<file path="src/rtl/dac_pkg.sv">
// ---------------------------------------------------------------------------
// dac_pkg
// Shared definitions for the DAC pixel router:
//   - state_t      : frame controller state encoding (IDLE, RUN, DONE)
//   - DEF_*        : default frame geometry (8-bit pixels, 8x32 frame, 4 banks)
//   - clog2()      : ceil(log2) helper for elaboration-time constants
//   - DEF_BANK_LSB / DEF_ROW_BIT : pixel-counter bit positions used for the
//     bank select and the checkerboard row parity in the default geometry
// ---------------------------------------------------------------------------
package dac_pkg;

    typedef enum logic [1:0] {
        IDLE = 2'd0,
        RUN  = 2'd1,
        DONE = 2'd2
    } state_t;

    function automatic int clog2(input int value);
        int r;
        r = 0;
        for (int v = value - 1; v > 0; v = v >> 1) begin
            r = r + 1;
        end
        return r;
    endfunction

    localparam int DEF_DATA_W    = 8;
    localparam int DEF_ROW_W     = 8;
    localparam int DEF_NUM_ROWS  = 32;
    localparam int DEF_NUM_BANKS = 4;
    localparam int DEF_PIX       = DEF_ROW_W * DEF_NUM_ROWS;

    // Lowest pixel-counter bit of the bank index (bank = p >> DEF_BANK_LSB).
    localparam int DEF_BANK_LSB  = clog2(DEF_PIX / DEF_NUM_BANKS);
    // Pixel-counter bit that is the LSB of the row number.
    localparam int DEF_ROW_BIT   = clog2(DEF_ROW_W);

endpackage

</file>
<file path="src/rtl/dac_sipo.sv">
// ---------------------------------------------------------------------------
// dac_sipo
// Serial-to-parallel shifter for one DATA_W-bit pixel, MSB first.
// Ports:
//   clk        : clock
//   clear      : synchronous clear of shift register and bit counter
//   en         : allows bits to be taken (low while the frame is done)
//   bit_in     : serial data bit
//   bit_valid  : bit_in qualifier; a bit is taken on each edge it is high
//   word       : assembled pixel, valid in the cycle word_done is high
//   word_done  : high in the cycle whose edge samples the last bit of a pixel
// word/word_done are combinational so the caller can register the pixel on
// the very edge that samples its last bit.
// ---------------------------------------------------------------------------
module dac_sipo
    import dac_pkg::*;
#(
    parameter int DATA_W = DEF_DATA_W
)(
    input  logic              clk,
    input  logic              clear,
    input  logic              en,
    input  logic              bit_in,
    input  logic              bit_valid,
    output logic [DATA_W-1:0] word,
    output logic              word_done
);

    localparam int CNT_W = clog2(DATA_W);

    logic [DATA_W-2:0] shreg;
    logic [CNT_W-1:0]  cnt;
    logic              take;
    logic              last_bit;

    assign take      = en && bit_valid;
    assign last_bit  = (cnt == CNT_W'(DATA_W - 1));
    assign word      = {shreg, bit_in};
    assign word_done = take && last_bit;

    // Gaps simply hold shreg and cnt, so a pixel may be spread over any
    // number of cycles.
    always_ff @(posedge clk) begin
        if (clear) begin
            shreg <= '0;
            cnt   <= '0;
        end else if (take) begin
            shreg <= word[DATA_W-2:0];
            cnt   <= last_bit ? '0 : cnt + CNT_W'(1);
        end
    end

endmodule

</file>
<file path="src/rtl/dac_pixel_router.sv">
// ---------------------------------------------------------------------------
// dac_pixel_router
// Deserialises a gated serial stream into DATA_W-bit pixels and writes each
// pixel into the odd or even half of one of NUM_BANKS banks. Pixel p goes to
// bank p / BANK_PIX at address (p mod BANK_PIX) >> 1; the half follows a
// row-alternating checkerboard (odd when row+col is even).
// Ports:
//   clk, rst     : clock, synchronous active-high reset
//   so_data      : serial bit, MSB of each pixel first
//   so_valid     : so_data qualifier
//   restart      : re-arm for the next frame (only honoured once done)
//   oem_dataout  : pixel being written (held until the next write)
//   oem_addr     : address within the selected bank half
//   odd_wr       : one-hot, one-cycle write strobe for the odd halves
//   even_wr      : one-hot, one-cycle write strobe for the even halves
//   oem_finish   : frame complete, held until rst or restart
//   busy         : frame in progress
//   overrun      : only with DAC_OVERRUN_EN defined; sticky flag set when
//                  bits arrive after the frame is complete
// ---------------------------------------------------------------------------
module dac_pixel_router
    import dac_pkg::*;
#(
    parameter int DATA_W    = DEF_DATA_W,
    parameter int ROW_W     = DEF_ROW_W,
    parameter int NUM_ROWS  = DEF_NUM_ROWS,
    parameter int NUM_BANKS = DEF_NUM_BANKS,
    parameter int ADDR_W    = clog2((ROW_W * NUM_ROWS) / (2 * NUM_BANKS))
)(
    input  logic                 clk,
    input  logic                 rst,
    input  logic                 so_data,
    input  logic                 so_valid,
    input  logic                 restart,
    output logic [DATA_W-1:0]    oem_dataout,
    output logic [ADDR_W-1:0]    oem_addr,
    output logic [NUM_BANKS-1:0] odd_wr,
    output logic [NUM_BANKS-1:0] even_wr,
    output logic                 oem_finish,
    output logic                 busy
`ifdef DAC_OVERRUN_EN
    ,
    output logic                 overrun
`endif
);

    localparam int PIX      = ROW_W * NUM_ROWS;
    localparam int P_W      = clog2(PIX) + 1;
    localparam int BANK_LSB = clog2(PIX / NUM_BANKS);
    localparam int ROW_BIT  = clog2(ROW_W);

    state_t                state;
    state_t                next_state;
    logic [P_W-1:0]        p;
    logic [DATA_W-1:0]     word;
    logic                  word_done;
    logic                  restart_ok;
    logic                  wr_active;
    logic                  last_pix;
    logic                  odd_sel;
    logic [NUM_BANKS-1:0]  bank_oh;

    assign restart_ok = restart && (state == DONE);
    assign wr_active  = (|odd_wr) || (|even_wr);
    assign last_pix   = (p == P_W'(PIX - 1));
    assign busy       = (state == RUN);

    // Power-of-2 geometry turns every division into bit slicing: the row
    // LSB is p[ROW_BIT] and the column LSB is p[0], so row+col is even
    // exactly when those two bits match.
    assign odd_sel = ~(p[ROW_BIT] ^ p[0]);
    assign bank_oh = NUM_BANKS'(1) << p[P_W-1:BANK_LSB];

    dac_sipo #(
        .DATA_W    (DATA_W)
    ) u_sipo (
        .clk       (clk),
        .clear     (rst || restart_ok),
        .en        (state != DONE),
        .bit_in    (so_data),
        .bit_valid (so_valid),
        .word      (word),
        .word_done (word_done)
    );

    always_ff @(posedge clk) begin
        if (rst) begin
            state <= IDLE;
        end else begin
            state <= next_state;
        end
    end

    // The frame ends on the edge that closes the strobe cycle of the last
    // pixel, which is also when p steps past PIX-1.
    always_comb begin
        next_state = state;
        case (state)
            IDLE: if (so_valid)              next_state = RUN;
            RUN:  if (wr_active && last_pix) next_state = DONE;
            DONE: if (restart)               next_state = IDLE;
            default:                         next_state = IDLE;
        endcase
    end

    // Write port and pixel counter. p advances at the end of the strobe
    // cycle; the next pixel needs at least DATA_W more edges, so routing
    // always sees the updated index.
    always_ff @(posedge clk) begin
        if (rst) begin
            oem_dataout <= '0;
            oem_addr    <= '0;
            odd_wr      <= '0;
            even_wr     <= '0;
            oem_finish  <= 1'b0;
            p           <= '0;
        end else begin
            odd_wr  <= '0;
            even_wr <= '0;
            if (word_done) begin
                oem_dataout <= word;
                oem_addr    <= p[BANK_LSB-1:1];
                if (odd_sel) begin
                    odd_wr  <= bank_oh;
                end else begin
                    even_wr <= bank_oh;
                end
            end
            if (restart_ok) begin
                p          <= '0;
                oem_finish <= 1'b0;
            end else if (wr_active) begin
                p <= p + P_W'(1);
                if (last_pix) begin
                    oem_finish <= 1'b1;
                end
            end
        end
    end

`ifdef DAC_OVERRUN_EN
    // Bits arriving after the frame are dropped but remembered here.
    always_ff @(posedge clk) begin
        if (rst || restart_ok) begin
            overrun <= 1'b0;
        end else if ((state == DONE) && so_valid) begin
            overrun <= 1'b1;
        end
    end
`endif

endmodule

</file>
<file path="config.mk">
export PLATFORM = sky130hd
export DESIGN_NAME = dac_pixel_router
export DESIGN_NICKNAME = d
export VERILOG_FILES = /design/src/rtl/dac_pkg.sv /design/src/rtl/dac_sipo.sv /design/src/rtl/dac_pixel_router.sv
export SDC_FILE = /design/constraint.sdc
export NUM_CORES = 1
export LEC_CHECK = 0
export CAP_MARGIN = 30
export CORE_ASPECT_RATIO = 0.5
export CORE_MARGIN = 4
export CORE_UTILIZATION = 35
export CTS_BUF_LIST = sky130_fd_sc_hd__clkbuf_16
export DETAILED_ROUTE_END_ITERATION = 6
export GPL_TIMING_DRIVEN = 0
export MAX_ROUTING_LAYER = met4
export PLACE_DENSITY = 0.58
export SETUP_SLACK_MARGIN = 0.1
export SLEW_MARGIN = 0
export SYNTH_ARGS = -nofsm -noshare
export SYNTH_HDL_FRONTEND = slang
export SYNTH_SLANG_ARGS = --single-unit
</file>
<file path="constraint.sdc">
create_clock -name clk -period 2.12 [get_ports clk]
set_input_delay 0.318 -clock clk [delete_from_list [all_inputs] [get_ports clk]]
set_output_delay 0.318 -clock clk [all_outputs]
set_load 0.05 [all_outputs]
</file>
# [Word-level counts from Yosys, hierarchy flattened]
# Index checks and enable logic that the tools add are counted.
[op_classes] n_addsub=2 magnitude_cmp=0 n_reduce_logical=14 mul=0 mux=5 div_mod_pow=0 eq_ne=8 n_shift=1 bitwise_logic=3
[ops] op="$add A9 B1 Y9 const B" n=1
[ops] op="$eq A9 B8 Y1 const B" n=1
[ops] op="$reduce_or A4 Y1" n=2
[ops] op="$mux W2" n=3
[ops] op="$ne A2 B2 Y1 const B" n=3
[ops] op="$pmux W2 S3" n=1
[ops] op="$reduce_or A3 Y1" n=2
[ops] op="$logic_and A1 B1 Y1" n=4
[ops] op="$shl A1 B3 Y4 const A" n=1
[ops] op="$add A3 B1 Y3 const B" n=1
[ops] op="$eq A3 B3 Y1 const B" n=1
[ops] op="$mux W3" n=1
[ops] op="$reduce_and A3 Y1" n=1
[ops] op="$eq A2 B1 Y1 const B" n=1
[ops] op="$eq A2 B2 Y1 const B" n=1
[ops] op="$logic_not A2 Y1" n=1
[ops] op="$logic_or A1 B1 Y1" n=2
[ops] op="$ne A2 B1 Y1 const B" n=1
[ops] op="$not A1 Y1" n=2
[ops] op="$reduce_and A2 Y1" n=1
[ops] op="$reduce_or A2 Y1" n=1
[ops] op="$xor A1 B1 Y1" n=1
[word_totals] wordCells=42 mem_bits_rw=0 memories=0 input_bits=5 romBits=0 regBits=43 latch_bits=0

# [Depth between registers and ports, before layout]
[logic_depth] word_depth=5 depth_mapped=6 ltp_nobuf=6

# [By module]
# A second synthesis with hierarchy kept.
[hier_totals] cells_unflattened=195 hier_area_um2=1905.6
[by_module_without_submodules] mod="dac_pixel_router" area_per_inst_um2=1387.6 instances=1 seq_area_each_um2=660.6 cells_each=146
[by_module_without_submodules] mod="dac_sipo" area_per_inst_um2=518.0 instances=1 seq_area_each_um2=200.2 cells_each=49

# [Worst setup path before layout]
# Ideal clock, no wire load.
[synth_path] path_type="reg-to-reg" start="register even_wr[1]" end="register p[4]" setup_slack_ns=0.558 n_path_buf=0 required_ns=2.048 arrival_ns=1.490 setup_ns=0.072 path_stages_with_launch=4 path_cell_list="dfxtp_1 -> or4_4 -> o2111ai_2 -> mux2i_1"
[synth_between] elab_chain_cells=2
[synth_lines] element="start, declared" line_no="dac_pixel_router.sv:38" source="output logic [NUM_BANKS-1:0] even_wr,"
[synth_lines] element="start signal, assigned" line_no="dac_pixel_router.sv:126" source="even_wr <= bank_oh;"
[synth_lines] element="$reduce_or A4 Y1" line_no="dac_pixel_router.sv:64" source="assign wr_active = (|odd_wr) || (|even_wr);"
[synth_lines] element="$logic_or A1 B1 Y1" line_no="dac_pixel_router.sv:64"
[synth_lines] element="end signal, assigned" line_no="dac_pixel_router.sv:133" source="p <= p + P_W'(1);"
[synth_lines] element="end, declared" line_no="dac_pixel_router.sv:54" source="logic [P_W-1:0] p;"
# No other way between the ends.
# A chain may end at the register's enable or synchronous reset.

# [Worst setup path in the final report]
[layout_path] start="register odd_wr[0]" end="output odd_wr[0]"
[layout_rtl] element="start, declared" line_no="dac_pixel_router.sv:37" source="output logic [NUM_BANKS-1:0] odd_wr,"
[layout_rtl] element="start signal, assigned" line_no="dac_pixel_router.sv:124" source="odd_wr <= bank_oh;"
# No word-level cell between the ends.

==> impl_metrics.py <==
metrics = {
    "drt": {
        "final_antenna_net_count": 0,
        "drc_errors": 0,
        "dr_total_vias": 1690,
        "vias_per_cell": 5.38,
        "drtIter0Drc": 64,
        "dr.pass1.iters": 4,
        "wl_mm": 4.45,
        "wl_per_cell_um": 14.2,
    },
    "cts": {
        "root_buffer": "clkbuf_16",
        "clock_sinks": 43,
        "postCtsSetupBuffers": 0,
        "cts_max_level": 2,
        "clkTransAtPathRegs_ns": 0.06,
        "insertion_delay_ns": 0.28,
        "cts_tree": "built",
        "cts_made_buffers": 5,
        "cts_hold_buffers": 0,
        "post_cts_resized": 0,
        "clock_path_buffers": 2,
    },
    "logic_synthesis": {
        "syn_avg_cell_area_sq_um": 8.88,
        "synth_area_sq_um": 1870,
        "syn_nets": 220,
        "synth_top_cell_area_share_pct": 46.0,
        "synth_cell_type_count": 31,
        "synth_top_area_cell": "dfxtp_1",
        "ys_ff_latch": 43,
        "synth_area_leaders": "dfxtp_1, a21oi_1, o31ai_1",
        "ys_seq_area_share_pct": 46.0,
        "ys_warn_count": 0,
        "synthCells": 211,
    },
    "setup_path": {
        "required_ns": 1.80,
        "r2r-start": "u_sipo.cnt[0]",
        "regToRegSetupSlack_ns": 0.34,
        "path_delay_family": "buffers and inverters",
        "cp_num_buf_inv": 1,
        "path_max_fanout": 3,
        "rr_endpoint": "oem_addr[1]",
        "crit_slowest_cell": "clkdlybuf4s50_1",
        "crit_type": "flop to primary output",
        "slowest_delay_ns": 0.83,
        "path_cells": "clkdlybuf4s50_1",
        "worst_setup_path_end_kind": "primary output",
        "start_kind": "flop",
        "cp_data_arrival_time_ns": 1.49,
        "worstRegToRegCells": 6,
    },
    "place": {
        "post_dp_cell_area_sq_um": 2210,
        "routabilityCongestion": 0.787,
        "dp_hpwl_mm": 3.24,
        "io_buffers": 25,
        "place_inst": 306,
    },
    "grt": {
        "grt_start_max_net_pins": 14,
        "grt_pass1_wl_mm": 7.78,
        "track_usage_pct": 15.0,
        "grt_pass1_vias": 1672,
        "grt_overflow": 0,
        "antenna_found_initial": 0,
    },
    "hold_path": {
        "min_path_cells": 3,
        "min-delay-start": "so_valid",
        "hold-path-endpoint": "oem_addr[2]",
        "holdCritPathClass": "input port to flop",
    },
    "sta": {
        "slew_violations": 0,
        "setup_viol_count_final": 0,
        "fin_worst_skew_ns": 0.00243,
        "fin_crit_ns": 1.81,
        "period_share_pct": 85.4,
        "grt_setup_unrepaired": "no",
        "hold_viol": 0,
        "relSlewSlack_pct": 57.0,
        "worst_slew_pin_slew_ns": 0.639,
        "setup_tns_ns": 0,
        "max_freq_mhz": 553,
    },
    "finish": {
        "area_growth_pct": 26.9,
        "antennaDiodeCount": 0,
        "fin_nets": 252,
        "final_core_util_pct": 47.1,
        "fin_area_sq_um": 2380,
        "fin_cells": 314,
        "drive_gt1_share_pct": 7.79,
    },
    "floorplanning": {
        "dieWidth_um": 111,
        "core_sq_um": 5040,
        "rows": 18,
        "initial_core_util_pct": 37.1,
        "dieArea_sq_um": 6660,
        "die_y_um": 59.7,
        "io_pins": 28,
    },
    "run": {
        "cap_violations": 0,
    },
    "status": {
        "status": "finished clean",
    },
    "power": {
        "ir_drop_v": 0.000333,
        "power_w": 0.00173,
        "leakagePower_nw": 0.788,
        "power_density_nw_per_um2": 728,
    },
}
-- cell usage after synthesis --
cell type / n
o21ai_0: 13
o21ai_1: 1
nor4_2: 2
nand4_2: 1
o31ai_1: 13
a21boi_0: 1
nor2_1: 3
nand4_1: 15
nor2b_1: 2
inv_1: 6
or4_4: 2
or4_1: 1
buf_1: 1
a21oi_1: 26
clkbuf_1: 12
nand3b_1: 6
nand2_1: 7
nor4_1: 4
buf_2: 6
xor2_1: 1
mux2i_1: 6
xnor2_1: 1
o2111ai_2: 1
dfxtp_1: 43
a31oi_1: 1
nand3_1: 19
nand2b_1: 1
o32ai_1: 1
nor3_1: 7
a211oi_1: 4
ha_1: 4
-- per-layer routing --
layer	wire (um)	track usage [%]	part of all wire, %	vias to the layer above
met3	160	4.35	3.6	2
met4	24	4.33	0.54	0
met1	2230	18.9	50	795
li1	-	-	-	859
met5	0	-	0	-
met2	2040	24.0	46	34
-- registers in the layout, summed over array words and instances (netlist names) --
signal and cells:
p 9, oem_finish 1, u_sipo.cnt 3, oem_addr 5, oem_dataout 8, even_wr 4, state 2, odd_wr 4
u_sipo.shreg 7
-- worst register-to-register path: stages, from the launching register on --
cell	delay [ns]
dfxtp_1	0.32
ha_1	0.20
ha_1	0.28
inv_1	0.19
clkbuf_1	0.40
o31ai_1	0.14
a21oi_1	0.18
-- cell usage in the layout (no fill, tap or decap) --
cell type,count
xnor2_1,1
ha_1,4
nor4_2,2
a211oi_1,4
o2111ai_2,1
nand3_1,19
a21oi_1,26
o21ai_0,13
inv_1,6
a31oi_1,1
nand2_1,7
clkinv_2,1
clkbuf_1,12
mux2i_1,6
nor2_1,3
buf_1,1
or4_1,1
nor2b_1,2
clkbuf_16,5
nor4_1,4
o31ai_1,13
nand4_2,1
nor3_1,7
clkinv_1,1
nand3b_1,6
bufinv_16,1
a21boi_0,1
buf_2,6
xor2_1,1
clkdlybuf4s50_1,24
nand2b_1,1
dfxtp_1,43
dlymetal6s2s_1,1
o21ai_1,1
o32ai_1,1
nand4_1,15
or4_4,2
-- stage by stage --
stage	hold slack (ns)	setup WS, ns
after CTS	0.371	0.145
after global routing	0.381	0.120
final	0.382	0.310
after detailed placement	0.441	0.289
after global placement	0.433	0.299
after floorplan	0.438	0.558
-- final cells by class --
type / instances / area, sq um
clock buffers: 5 / 125
fillers: 499 / 2670
plain buffers: 19 / 78.8
clock inverters: 3 / 38.8
inverters: 6 / 22.5
multi-input cells: 143 / 911
repair buffers: 25 / 253
flip-flops and latches: 43 / 861
well taps: 70 / 87.6
-- cells by family after synthesis --
group	share of synthesized area [%]
buffers and inverters	5.41
muxes	3.21
AOI/OAI and AO/OA	19.5
and+or+nand+nor	22.3
adders and majority gates	2.67
DFF	46.0
xor gates and xnor gates	0.935
-- where the power goes --
group / internal [W] / total, W / switching, W
sequential: 0.000814 / 0.000820 / 0.00000517
combinational: 0.0000196 / 0.0000611 / 0.0000415
clock: 0.000549 / 0.000849 / 0.000300
-- worst max path at each step --
stage | to | cells past startpoint | startpoint
after global routing | oem_dataout[6] | 6 | u_sipo.cnt[0]
after global placement | oem_finish | 5 | restart
after floorplan | p[4] | 3 | even_wr[1]
after detailed placement | u_sipo.shreg[6] | 5 | restart
final | odd_wr[0] | 1 | odd_wr[0]
after CTS | busy | 2 | state[0]
Note: power is estimated with default switching activity, not from simulation.
